[src/rtl/sr_latch_pulse_driver.sv]
// Turns single-cycle set/clear requests into clean, width-guaranteed low pulses on SIN/RIN of an SR NAND latch.
// Optional readback check of the latch Q/QN is enabled with `define SRDRV_READBACK_EN.
module sr_latch_pulse_driver #(
  parameter int PULSE_W = 2,
  parameter int GAP_W   = 1,
  parameter int CNT_W   = 4
) (
  input  logic clk,
  input  logic rstb,
  input  logic req_valid,
  input  logic req_set,
  output logic req_ready,
  output logic sin,
  output logic rin,
  input  logic q_fb,
  input  logic qn_fb,
  output logic done,
  output logic err
);

`ifdef SRDRV_READBACK_EN
  typedef enum logic [1:0] {IDLE, PULSE, GAP, CHECK} state_t;
`else
  typedef enum logic [1:0] {IDLE, PULSE, GAP} state_t;
`endif

  localparam logic [CNT_W-1:0] PULSE_LOAD = CNT_W'(PULSE_W - 1);
  localparam logic [CNT_W-1:0] GAP_LOAD   = CNT_W'(GAP_W - 1);
  localparam logic [CNT_W-1:0] CNT_ONE    = CNT_W'(1);

  state_t           state_reg;
  logic [CNT_W-1:0] cnt_reg;
  logic             set_reg;
  logic             sin_reg;
  logic             rin_reg;
  logic             ready_reg;
  logic             done_reg;

`ifdef SRDRV_READBACK_EN
  logic q_meta_reg, q_sync_reg, qn_meta_reg, qn_sync_reg;
  logic err_reg;

  // Feedback comes straight from the latch cell, so it is resynchronised first.
  always_ff @(posedge clk or negedge rstb) begin
    if (!rstb) begin
      q_meta_reg  <= 1'b0;
      q_sync_reg  <= 1'b0;
      qn_meta_reg <= 1'b0;
      qn_sync_reg <= 1'b0;
    end else begin
      q_meta_reg  <= q_fb;
      q_sync_reg  <= q_meta_reg;
      qn_meta_reg <= qn_fb;
      qn_sync_reg <= qn_meta_reg;
    end
  end

  assign err = err_reg;
`else
  wire unused_fb = q_fb ^ qn_fb;
  assign err = 1'b0;
`endif

  always_ff @(posedge clk or negedge rstb) begin
    if (!rstb) begin
      state_reg <= IDLE;
      cnt_reg   <= '0;
      set_reg   <= 1'b0;
      sin_reg   <= 1'b1;
      rin_reg   <= 1'b1;
      ready_reg <= 1'b0;
      done_reg  <= 1'b0;
`ifdef SRDRV_READBACK_EN
      err_reg   <= 1'b0;
`endif
    end else begin
      done_reg <= 1'b0;
      case (state_reg)
        IDLE: begin
          ready_reg <= 1'b1;
          if (req_valid && ready_reg) begin
            set_reg   <= req_set;
            cnt_reg   <= PULSE_LOAD;
            state_reg <= PULSE;
            ready_reg <= 1'b0;
            // Exactly one line is driven low, picked by the request type.
            sin_reg   <= ~req_set;
            rin_reg   <= req_set;
          end
        end
        PULSE: begin
          if (cnt_reg == '0) begin
            cnt_reg   <= GAP_LOAD;
            state_reg <= GAP;
            sin_reg   <= 1'b1;
            rin_reg   <= 1'b1;
          end else begin
            cnt_reg <= cnt_reg - CNT_ONE;
          end
        end
        GAP: begin
          if (cnt_reg == '0) begin
`ifdef SRDRV_READBACK_EN
            cnt_reg   <= CNT_ONE;
            state_reg <= CHECK;
`else
            state_reg <= IDLE;
            done_reg  <= 1'b1;
            ready_reg <= 1'b1;
`endif
          end else begin
            cnt_reg <= cnt_reg - CNT_ONE;
          end
        end
`ifdef SRDRV_READBACK_EN
        CHECK: begin
          if (cnt_reg == '0) begin
            if ((q_sync_reg != set_reg) || (qn_sync_reg != ~set_reg))
              err_reg <= 1'b1;
            state_reg <= IDLE;
            done_reg  <= 1'b1;
            ready_reg <= 1'b1;
          end else begin
            cnt_reg <= cnt_reg - CNT_ONE;
          end
        end
`endif
        default: begin
          state_reg <= IDLE;
          sin_reg   <= 1'b1;
          rin_reg   <= 1'b1;
        end
      endcase
    end
  end

  assign sin       = sin_reg;
  assign rin       = rin_reg;
  assign req_ready = ready_reg;
  assign done      = done_reg;

endmodule

[config.mk]
export PLATFORM = sky130hd
export DESIGN_NAME = sr_latch_pulse_driver
export DESIGN_NICKNAME = d
export VERILOG_FILES = /design/src/rtl/sr_latch_pulse_driver.sv
export SDC_FILE = /design/constraint.sdc
export NUM_CORES = 1
export LEC_CHECK = 0
export BUFFER_PORTS_ARGS = -buffer_cell sky130_fd_sc_hd__buf_2
export CAP_MARGIN = 20
export CORE_ASPECT_RATIO = 0.8
export CORE_MARGIN = 2
export CORE_UTILIZATION = 41
export CTS_BUF_LIST = sky130_fd_sc_hd__clkbuf_16
export DETAILED_ROUTE_END_ITERATION = 6
export PLACE_DENSITY = 0.62
export SLEW_MARGIN = 20
export SYNTH_ARGS = -nofsm -noshare
export SYNTH_HDL_FRONTEND = slang
export SYNTH_SLANG_ARGS = --single-unit
export TNS_END_PERCENT = 20
[constraint.sdc]
create_clock -name clk -period 2.55 [get_ports clk]
set_clock_uncertainty 0.05 [all_clocks]
set_input_delay 0.6375 -clock clk [delete_from_list [all_inputs] [get_ports clk]]
set_output_delay 0.6375 -clock clk [all_outputs]
set_load 0.1 [all_outputs]
==> run_results.csv, run 1 <==
group,metric,value,unit
run_status,run_status,"complete, no violations",
hold_path,min_path_type,"input port to asynchronous set/reset pin",
global_routing,first_global_vias,493,
placement,gp_congestion,0.801,
placement,io_buffers,7,
critical_path,setup.worst_path.end_class,"flop",
die,fp.dieW,49.0,µm
synthesis,synth_area_per_cell,9.77,µm²
cells_and_area,layout-drive-gt1-share,18.7,%
global_routing,grt_pass1_wl,2330,µm
die,start_util,45.6,%
synthesis,synth-seq-cells,10,
clocking,cts_setup_buffers,0,
cells_and_area,fillers,136,
global_routing,gr-total-overflow,0,
die,rows,12,
placement,dp.cells,92,
clocking,clock_latency,240,ps
cells_and_area,largest_reg_flops,4,
sta,period_minus_slack,1930,ps
die,die-area,1960,µm²
placement,dp_hpwl,977,µm
clocking,post_cts_resized,0,
clocking,cts_buffer_depth,2,
route,drt-total-wl,1390,µm
critical_path,crit_fanout,7,
clocking,h-tree-depth,1,
die,ios,11,
power_and_ir_drop,power.switching,0.510,mW
global_routing,grt_max_degree,11,
global_routing,grt_use_total,16.9,%
sta,finalCritPeriodShare,75.6,%
placement,dp_slack,643,ps
synthesis,synth_async_sr_flop_share,100,%
power_and_ir_drop,swShare,45.5,%
clocking,cts_root_buffer,"clkbuf_16",
clocking,clk_pin_slew_worst_paths,40,ps
critical_path,cp.arrival,2040,ps
sta,slew_violations,0,
power_and_ir_drop,ir_drop,0.000630,V
power_and_ir_drop,powerDensity,1440,nW/µm²
global_routing,antenna_found_initial,0,
die,core_area,1460,µm²
cells_and_area,final_common_cell,"dfrtp_1",
synthesis,synth-edff-count,0,
critical_path,reg2reg_depth,5,
cells_and_area,area_growth,17.1,%
cells_and_area,mostFrequentLayoutCells,"8 x dfrtp_1, 7 x buf_2, 6 x inv_1",
power_and_ir_drop,pwr-share-seq,23.8,%
die,die_y,40.0,µm
sta,rsz0062_at_grt,"no",
synthesis,syn_inst,68,
synthesis,ys_types,36,
route,drtAntennaViolNets,0,
clocking,clock-sinks,10,
cells_and_area,final_nets,87,
power_and_ir_drop,p_total,1.12,mW
synthesis,ys_seq_area_share,38.0,%
power_and_ir_drop,p_leak,0.348,nW
sta,hold_viol,0,
sta,tns,0,ps
critical_path,r2r_end,"sin$_DFFE_PN1P_",
critical_path,critPathRequiredTime,2660,ps
clocking,cts_buffers,3,
cells_and_area,instances_no_fill,96,
critical_path,ff2ff_setup_slack,620,ps
route,vias,549,
synthesis,synth_ff_type,"dfrtp_1",
power_and_ir_drop,p_int,0.610,mW
critical_path,r2r_start,"cnt_reg[0]$_DFFE_PN0P_",
sta,layout_setup_ws,622,ps
cells_and_area,diodes,0,
sta,max_freq,0.519,GHz
power_and_ir_drop,p_clk_share,25.1,%
synthesis,ys_warn_count,0,
clocking,cts_tree,"done",
route,first_pass_iters,4,
route,vias_per_cell,5.72,
critical_path,critical_path_class,"flop to flop",
synthesis,syn-num-nets,79,
route,drt-initial-drc-count,25,
clocking,holdBufCountCts,0,
critical_path,worstSetupStartpointType,"flop",
flow_run,max-cap-violations,0,
power_and_ir_drop,power_frac_comb,51.1,%
route,drc,0,
sta,setup_viol,0,
route,detail_route.wl_per_cell,14.5,µm
synthesis,syn_area,664,µm²
critical path, cell delays in order (launching register included):
cell and delay [ps]:
dfrtp_1 420, inv_1 100, ha_1 230, or3b_1 490, a2111o_1 440, o211a_1 130
logic make-up (layout without fill, tap and decap cells):
kind of cell	after synthesis	count (layout)	share of synthesized area, %
compound gates	24	24	28.1
buf+inv	10	17	7.35
simple gates	18	18	16.6
other cells	1	1	0.564
flops	10	10	38.0
fa+ha+maj	5	5	9.42
worst max-delay path by stage:
stage | start | endpoint
after floorplan | req_ready$_DFFE_PN0P_ | sin$_DFFE_PN1P_
after global placement | cnt_reg[0]$_DFFE_PN0P_ | sin$_DFFE_PN1P_
after detailed placement | cnt_reg[0]$_DFFE_PN0P_ | sin$_DFFE_PN1P_
after CTS | cnt_reg[0]$_DFFE_PN0P_ | sin$_DFFE_PN1P_
after global routing | cnt_reg[0]$_DFFE_PN0P_ | sin$_DFFE_PN1P_
final | cnt_reg[0]$_DFFE_PN0P_ | sin$_DFFE_PN1P_
synthesized netlist by cell type (2+ instances only):
cell / number / area share [%]
o211ai_1: 2 / 2.3
dfrtp_1: 8 / 30
o31ai_1: 2 / 2.3
a21oi_1: 3 / 2.3
nor3_1: 3 / 2.3
nand3b_1: 2 / 2.3
clkbuf_1: 2 / 1.1
o211a_1: 2 / 3.0
inv_1: 6 / 3.4
nand2_1: 4 / 2.3
ha_1: 5 / 9.4
o21ai_0: 3 / 2.3
dfstp_2: 2 / 7.9
a32o_1: 2 / 3.0
metal layers:
metal  vias up  global-route usage, %  wire length, µm
met5         -                      0                0
met4         0                   6.43               13
met3         4                   5.60              124
met2        36                   26.0              602
met1       242                   22.6              653
li1        267                      -                -
power groups by stage:
| stage | registers [mW] | logic, mW | clock network, mW |
|---|---|---|---|
| after floorplan | 0.391 | 0.351 | 0 |
| after global placement | 0.263 | 0.560 | 0 |
| after detailed placement | 0.266 | 0.564 | 0 |
| after CTS | 0.264 | 0.570 | 0.288 |
| after global routing | 0.273 | 0.622 | 0.298 |
| final | 0.267 | 0.573 | 0.281 |
cell type report:
| cell class | count | area (µm²) | area share [%] |
|---|---|---|---|
| multi-input cells | 48 | 363 | 46.6 |
| flip-flops and latches | 10 | 253 | 32.5 |
| clock buffers | 3 | 75.1 | 9.65 |
| repair buffers | 7 | 35.0 | 4.50 |
| well taps | 21 | 26.3 | 3.38 |
| inverters | 6 | 22.5 | 2.89 |
| clock inverters | 1 | 3.75 | 0.482 |
metrics by stage:
step / util (%) / hold slack (ps) / instance area (µm²)
after detailed placement: 48.0 / 462 / 699
after floorplan: - / 292 / 664
after global placement: 48.0 / 460 / 699
after CTS: 53.4 / 211 / 778
after global routing: 53.4 / 220 / 778
final: 53.4 / 205 / 778
Note: power is estimated with default switching activity, not from simulation.
==> inputs of run 2 (changes only) <==
--- a/config.mk
+++ b/config.mk
@@ -5,14 +5,14 @@
 export SDC_FILE = /design/constraint.sdc
 export NUM_CORES = 1
 export LEC_CHECK = 0
+export ABC_AREA = 1
 export BUFFER_PORTS_ARGS = -buffer_cell sky130_fd_sc_hd__buf_2
 export CAP_MARGIN = 20
-export CORE_ASPECT_RATIO = 0.8
 export CORE_MARGIN = 2
 export CORE_UTILIZATION = 41
 export CTS_BUF_LIST = sky130_fd_sc_hd__clkbuf_16
 export DETAILED_ROUTE_END_ITERATION = 6
-export PLACE_DENSITY = 0.62
+export PLACE_DENSITY = 0.63
 export SLEW_MARGIN = 20
 export SYNTH_ARGS = -nofsm -noshare
 export SYNTH_HDL_FRONTEND = slang
==> constraint.sdc (replaced) <==
create_clock -name clk -period 1.8 [get_ports clk]
set_clock_uncertainty 0.05 [all_clocks]
set_input_delay 0.45 -clock clk [delete_from_list [all_inputs] [get_ports clk]]
set_output_delay 0.45 -clock clk [all_outputs]
set_load 0.1 [all_outputs]
==> run_results.csv, run 2 <==
group,metric,value,unit
cells_and_area,final_common_cell,"nand2_1",
route,vias_per_cell,4.74,
cells_and_area,area_growth,20.4,%
die,core_area,1450,µm²
sta,rsz0062_at_grt,"no",
global_routing,use_met1,15.6,%
synthesis,yosysTopAreaCell,"dfrtp_1",
sta,period_minus_slack,1670,ps
critical_path,r2r_end,"cnt_reg[1]$_DFFE_PN0P_",
die,rows,14,
critical_path,r2r_start,"state_reg[0]$_DFFE_PN0P_",
synthesis,yosys.cell_count.top_type,"nand2_1",
sta,finalCritPeriodShare,92.9,%
clocking,holdBufCountCts,0,
cells_and_area,fin_area,746,µm²
clocking,h-tree-depth,1,
die,fp.dieW,42.9,µm
cells_and_area,final_nets,108,
global_routing,grt_max_degree,11,
sta,max_freq,0.598,GHz
critical_path,crit_family,"flip-flops",
critical_path,ff2ff_setup_slack,300,ps
synthesis,ys_seq_area_share,40.8,%
global_routing,grt_use_total,15.6,%
cells_and_area,layout-drive-gt1-share,18.8,%
synthesis,ys_types,17,
synthesis,synth_ff_type,"dfrtp_1",
global_routing,use_met3,6.38,%
clocking,post_cts_resized,0,
route,drc,0,
sta,hold_viol,0,
critical_path,critical_path_class,"flop to output port",
die,ios,11,
critical_path,cp.arrival,1170,ps
critical_path,worstPathCellList,"buf_2",
synthesis,synth_async_sr_flop_share,100,%
placement,dp_hpwl,892,µm
global_routing,grt-busiest-layer,"met2",
cells_and_area,fillers,135,
sta,slew_violations,0,
die,die-area,1840,µm²
synthesis,synth-seq-cells,10,
critical_path,slowest_stage,"dfstp_2",
route,vias,531,
route,drtAntennaViolNets,0,
placement,gp_congestion,0.748,
synthesis,synth_area_per_cell,7.20,µm²
run_status,run_status,"complete, no violations",
clocking,cts_tree,"done",
die,die_y,42.9,µm
clocking,cts_buffers,3,
critical_path,crit_buf_inv,1,
synthesis,yosys-top-cells-count,"38 x nand2_1, 11 x inv_1, 8 x dfrtp_1",
die,start_util,42.6,%
sta,setup_viol,0,
sta,tns,0,ps
global_routing,gr-total-overflow,0,
critical_path,reg2reg_depth,7,
critical_path,worstSetupStartpointType,"flop",
route,drt-initial-drc-count,4,
cells_and_area,largest_reg_flops,4,
cells_and_area,diodes,0,
critical_path,cpPeakStageDelay,520,ps
global_routing,antenna_found_initial,0,
clocking,clock-sinks,10,
global_routing,grt_use_met2,24.8,%
clocking,clock_latency,240,ps
critical_path,critPathRequiredTime,1300,ps
placement,post_dp_cell_area,667,µm²
clocking,cts_setup_buffers,0,
clocking,cts_root_buffer,"clkbuf_16",
synthesis,syn_area,619,µm²
synthesis,ys_warn_count,0,
synthesis,synth_top_area_share,32.3,%
flow_run,max-cap-violations,0,
route,first_pass_iters,4,
hold_path,min_path_type,"input port to asynchronous set/reset pin",
critical_path,critPathLaunch,"rin$_DFFE_PN1P_",
placement,io_buffers,7,
synthesis,synth-edff-count,0,
synthesis,syn_inst,86,
clocking,cts_buffer_depth,2,
global_routing,grt_pass1_wl,1930,µm
route,drt-total-wl,1210,µm
clocking,clk_pin_slew_worst_paths,40,ps
synthesis,synth_area_leaders,"dfrtp_1 32%, nand2_1 23%, ha_1 10%",
critical_path,crit_fanout,2,
cells_and_area,mostFrequentLayoutCells,"38 x nand2_1, 11 x inv_1, 8 x dfrtp_1",
critical_path,setup.worst_path.end_class,"output port",
route,detail_route.wl_per_cell,10.8,µm
global_routing,first_global_vias,481,
synthesis,syn-num-nets,97,
run 2: final cells by class:
type                       instances  area [µm²]  area share [%]
multi-input combinational         63         314            42.1
clock buffer                       3        75.1            10.1
inverter                          12        45.0            6.04
sequential                        10         253            33.9
tap                               16        20.0            2.68
clock inverter                     1        3.75           0.503
timing repair buffer               7        35.0            4.70
run 2: worst max-delay path by stage:
stage	to	slack [ps]	cells past startpoint
floorplan	cnt_reg[1]$_DFFE_PN0P_	80	6
global placement	cnt_reg[1]$_DFFE_PN0P_	350	7
detailed placement	cnt_reg[1]$_DFFE_PN0P_	340	7
CTS	rin	120	1
global route	rin	100	1
finish	rin	130	1
run 2: metrics by stage:
step	std cells	hold slack (ps)	setup WS, ps	util, %
after floorplan	86	104	80.8	-
after global placement	108	275	351	45.9
after detailed placement	108	273	337	45.9
after CTS	112	19.5	122	51.3
after global routing	112	23.8	104	51.3
final	112	12.8	128	51.3
run 2: per-layer routing:
metal / vias up / routed length [µm]
met5: - / 0
met4: 0 / 46
met3: 5 / 49
met2: 10 / 601
met1: 236 / 516
li1: 280 / -
run 2: cell families after synthesis:
group                      after synthesis  share of synthesized area [%]
buffers and inverters                   13                           8.48
other                                    1                          0.605
adders and majority gates                5                           10.1
and+or+nand+nor                         52                           34.9
AOI/OAI and AO/OA                        5                           5.05
DFF                                     10                           40.8
Power of run 2 is left out: the tool's default activity adds up to more than one toggle a clock period on the data nets, which glitch-free logic cannot reach.
==> inputs of run 3 (changes only) <==
--- a/config.mk
+++ b/config.mk
@@ -8,7 +8,7 @@
 export ABC_AREA = 1
 export BUFFER_PORTS_ARGS = -buffer_cell sky130_fd_sc_hd__buf_2
 export CAP_MARGIN = 20
-export CORE_MARGIN = 2
+export CORE_MARGIN = 4
 export CORE_UTILIZATION = 41
 export CTS_BUF_LIST = sky130_fd_sc_hd__clkbuf_16
 export DETAILED_ROUTE_END_ITERATION = 6
==> run_results.csv, run 3 (synthesis results as in run 2) <==
group,metric,value,unit
cells_and_area,layout-drive-gt1-share,18.8,%
sta,finalCritPeriodShare,92.6,%
placement,dp.cells,107,
cells_and_area,area_growth,20.2,%
critical_path,critPathRequiredTime,1300,ps
global_routing,use_met3,5.75,%
placement,dp_hpwl,856,µm
global_routing,gr-total-overflow,0,
critical_path,cp_num_cells,1,
route,drtAntennaViolNets,0,
run_status,run_status,"complete, no violations",
clocking,clock_latency,230,ps
sta,period_minus_slack,1670,ps
critical_path,worstSetupStartpointType,"flop",
clocking,cts_setup_buffers,0,
cells_and_area,instances_no_fill,111,
critical_path,reg2reg_depth,7,
critical_path,crit_family,"flip-flops",
placement,io_buffers,7,
die,die_y,46.9,µm
critical_path,ff2ff_setup_slack,320,ps
route,vias,500,
route,drc,0,
sta,tns,0,ps
sta,layout_setup_ws,133,ps
global_routing,grt_max_degree,11,
global_routing,antenna_found_initial,0,
critical_path,cp.arrival,1170,ps
sta,hold_viol,0,
die,die-area,2200,µm²
clocking,cts_root_buffer,"clkbuf_16",
cells_and_area,final_nets,108,
global_routing,use_met1,15.4,%
die,fp.dieW,46.9,µm
critical_path,setup.worst_path.end_class,"output port",
clocking,cts_buffers,3,
critical_path,endpoint,"sin",
sta,setup_viol,0,
clocking,post_cts_resized,0,
hold_path,min_path_type,"input port to asynchronous set/reset pin",
global_routing,grt_pass1_wl,1880,µm
global_routing,grt_use_met2,19.0,%
cells_and_area,mostFrequentLayoutCells,"38 x nand2_1, 12 x inv_1, 8 x dfrtp_1",
critical_path,crit_buf_inv,1,
cells_and_area,diodes,0,
critical_path,worstPathCellList,"buf_2",
clocking,holdBufCountCts,0,
global_routing,grt-busiest-layer,"met2",
critical_path,critical_path_class,"flop to output port",
route,drt-total-wl,1080,µm
clocking,cts_buffer_depth,2,
flow_run,max-cap-violations,0,
clocking,clk_pin_slew_worst_paths,40,ps
sta,slew_violations,0,
route,drt-initial-drc-count,4,
sta,max_freq,0.600,GHz
clocking,clock-sinks,10,
die,start_util,45.3,%
route,detail_route.wl_per_cell,9.76,µm
critical_path,cpPeakStageDelay,520,ps
sta,hold_ws,18.5,ps
clocking,h-tree-depth,1,
placement,gp_congestion,0.734,
critical_path,r2r_end,"cnt_reg[1]$_DFFE_PN0P_",
clocking,cts_tree,"done",
sta,rsz0062_at_grt,"no",
cells_and_area,final_common_cell,"nand2_1",
die,rows,13,
critical_path,critPathLaunch,"sin$_DFFE_PN1P_",
die,ios,11,
critical_path,r2r_start,"state_reg[0]$_DFFE_PN0P_",
route,vias_per_cell,4.50,
cells_and_area,largest_reg_flops,4,
global_routing,grt_use_total,12.7,%
critical_path,slowest_stage,"dfstp_2",
critical_path,crit_fanout,2,
placement,dp_slack,333,ps
die,core_area,1370,µm²
route,first_pass_iters,4,
global_routing,first_global_vias,465,
==> run 3: cell count changes in the layout (fill, tap and decap cells not counted) <==
cell	before	now
clkinv_1	1	0
inv_1	11	12
==> run 3: worst min path at each step <==
stage | cells after the start | from | endpoint
2_1_floorplan | 0 | rstb | cnt_reg[0]$_DFFE_PN0P_
3_3_place_gp | 1 | rstb | req_ready$_DFFE_PN0P_
3_5_place_dp | 1 | rstb | req_ready$_DFFE_PN0P_
4_1_cts | 1 | rstb | state_reg[0]$_DFFE_PN0P_
5_1_grt | 1 | rstb | state_reg[0]$_DFFE_PN0P_
6_report | 1 | rstb | state_reg[0]$_DFFE_PN0P_
==> run 3: cell type report <==
type	count	area [µm²]
tap	15	18.8
inverter	12	45.0
sequential	10	253
multi-input combinational	63	314
clock inverter	1	3.75
fill	145	622
timing repair buffer	7	35.0
clock buffer	3	75.1
==> run 3: routing by layer <==
metal / part of all wire (%) / wire, µm
met5: 0 / 0
met4: 1.9 / 21
met3: 6.8 / 74
met2: 44 / 481
met1: 47 / 505
==> run 3: through the flow <==
step	area, µm²	utilization (%)
after floorplan	619	-
after global placement	666	48.7
after detailed placement	666	48.7
after CTS	744	54.5
after global routing	744	54.5
final	744	54.5
Power of run 3 is left out for the same reason.
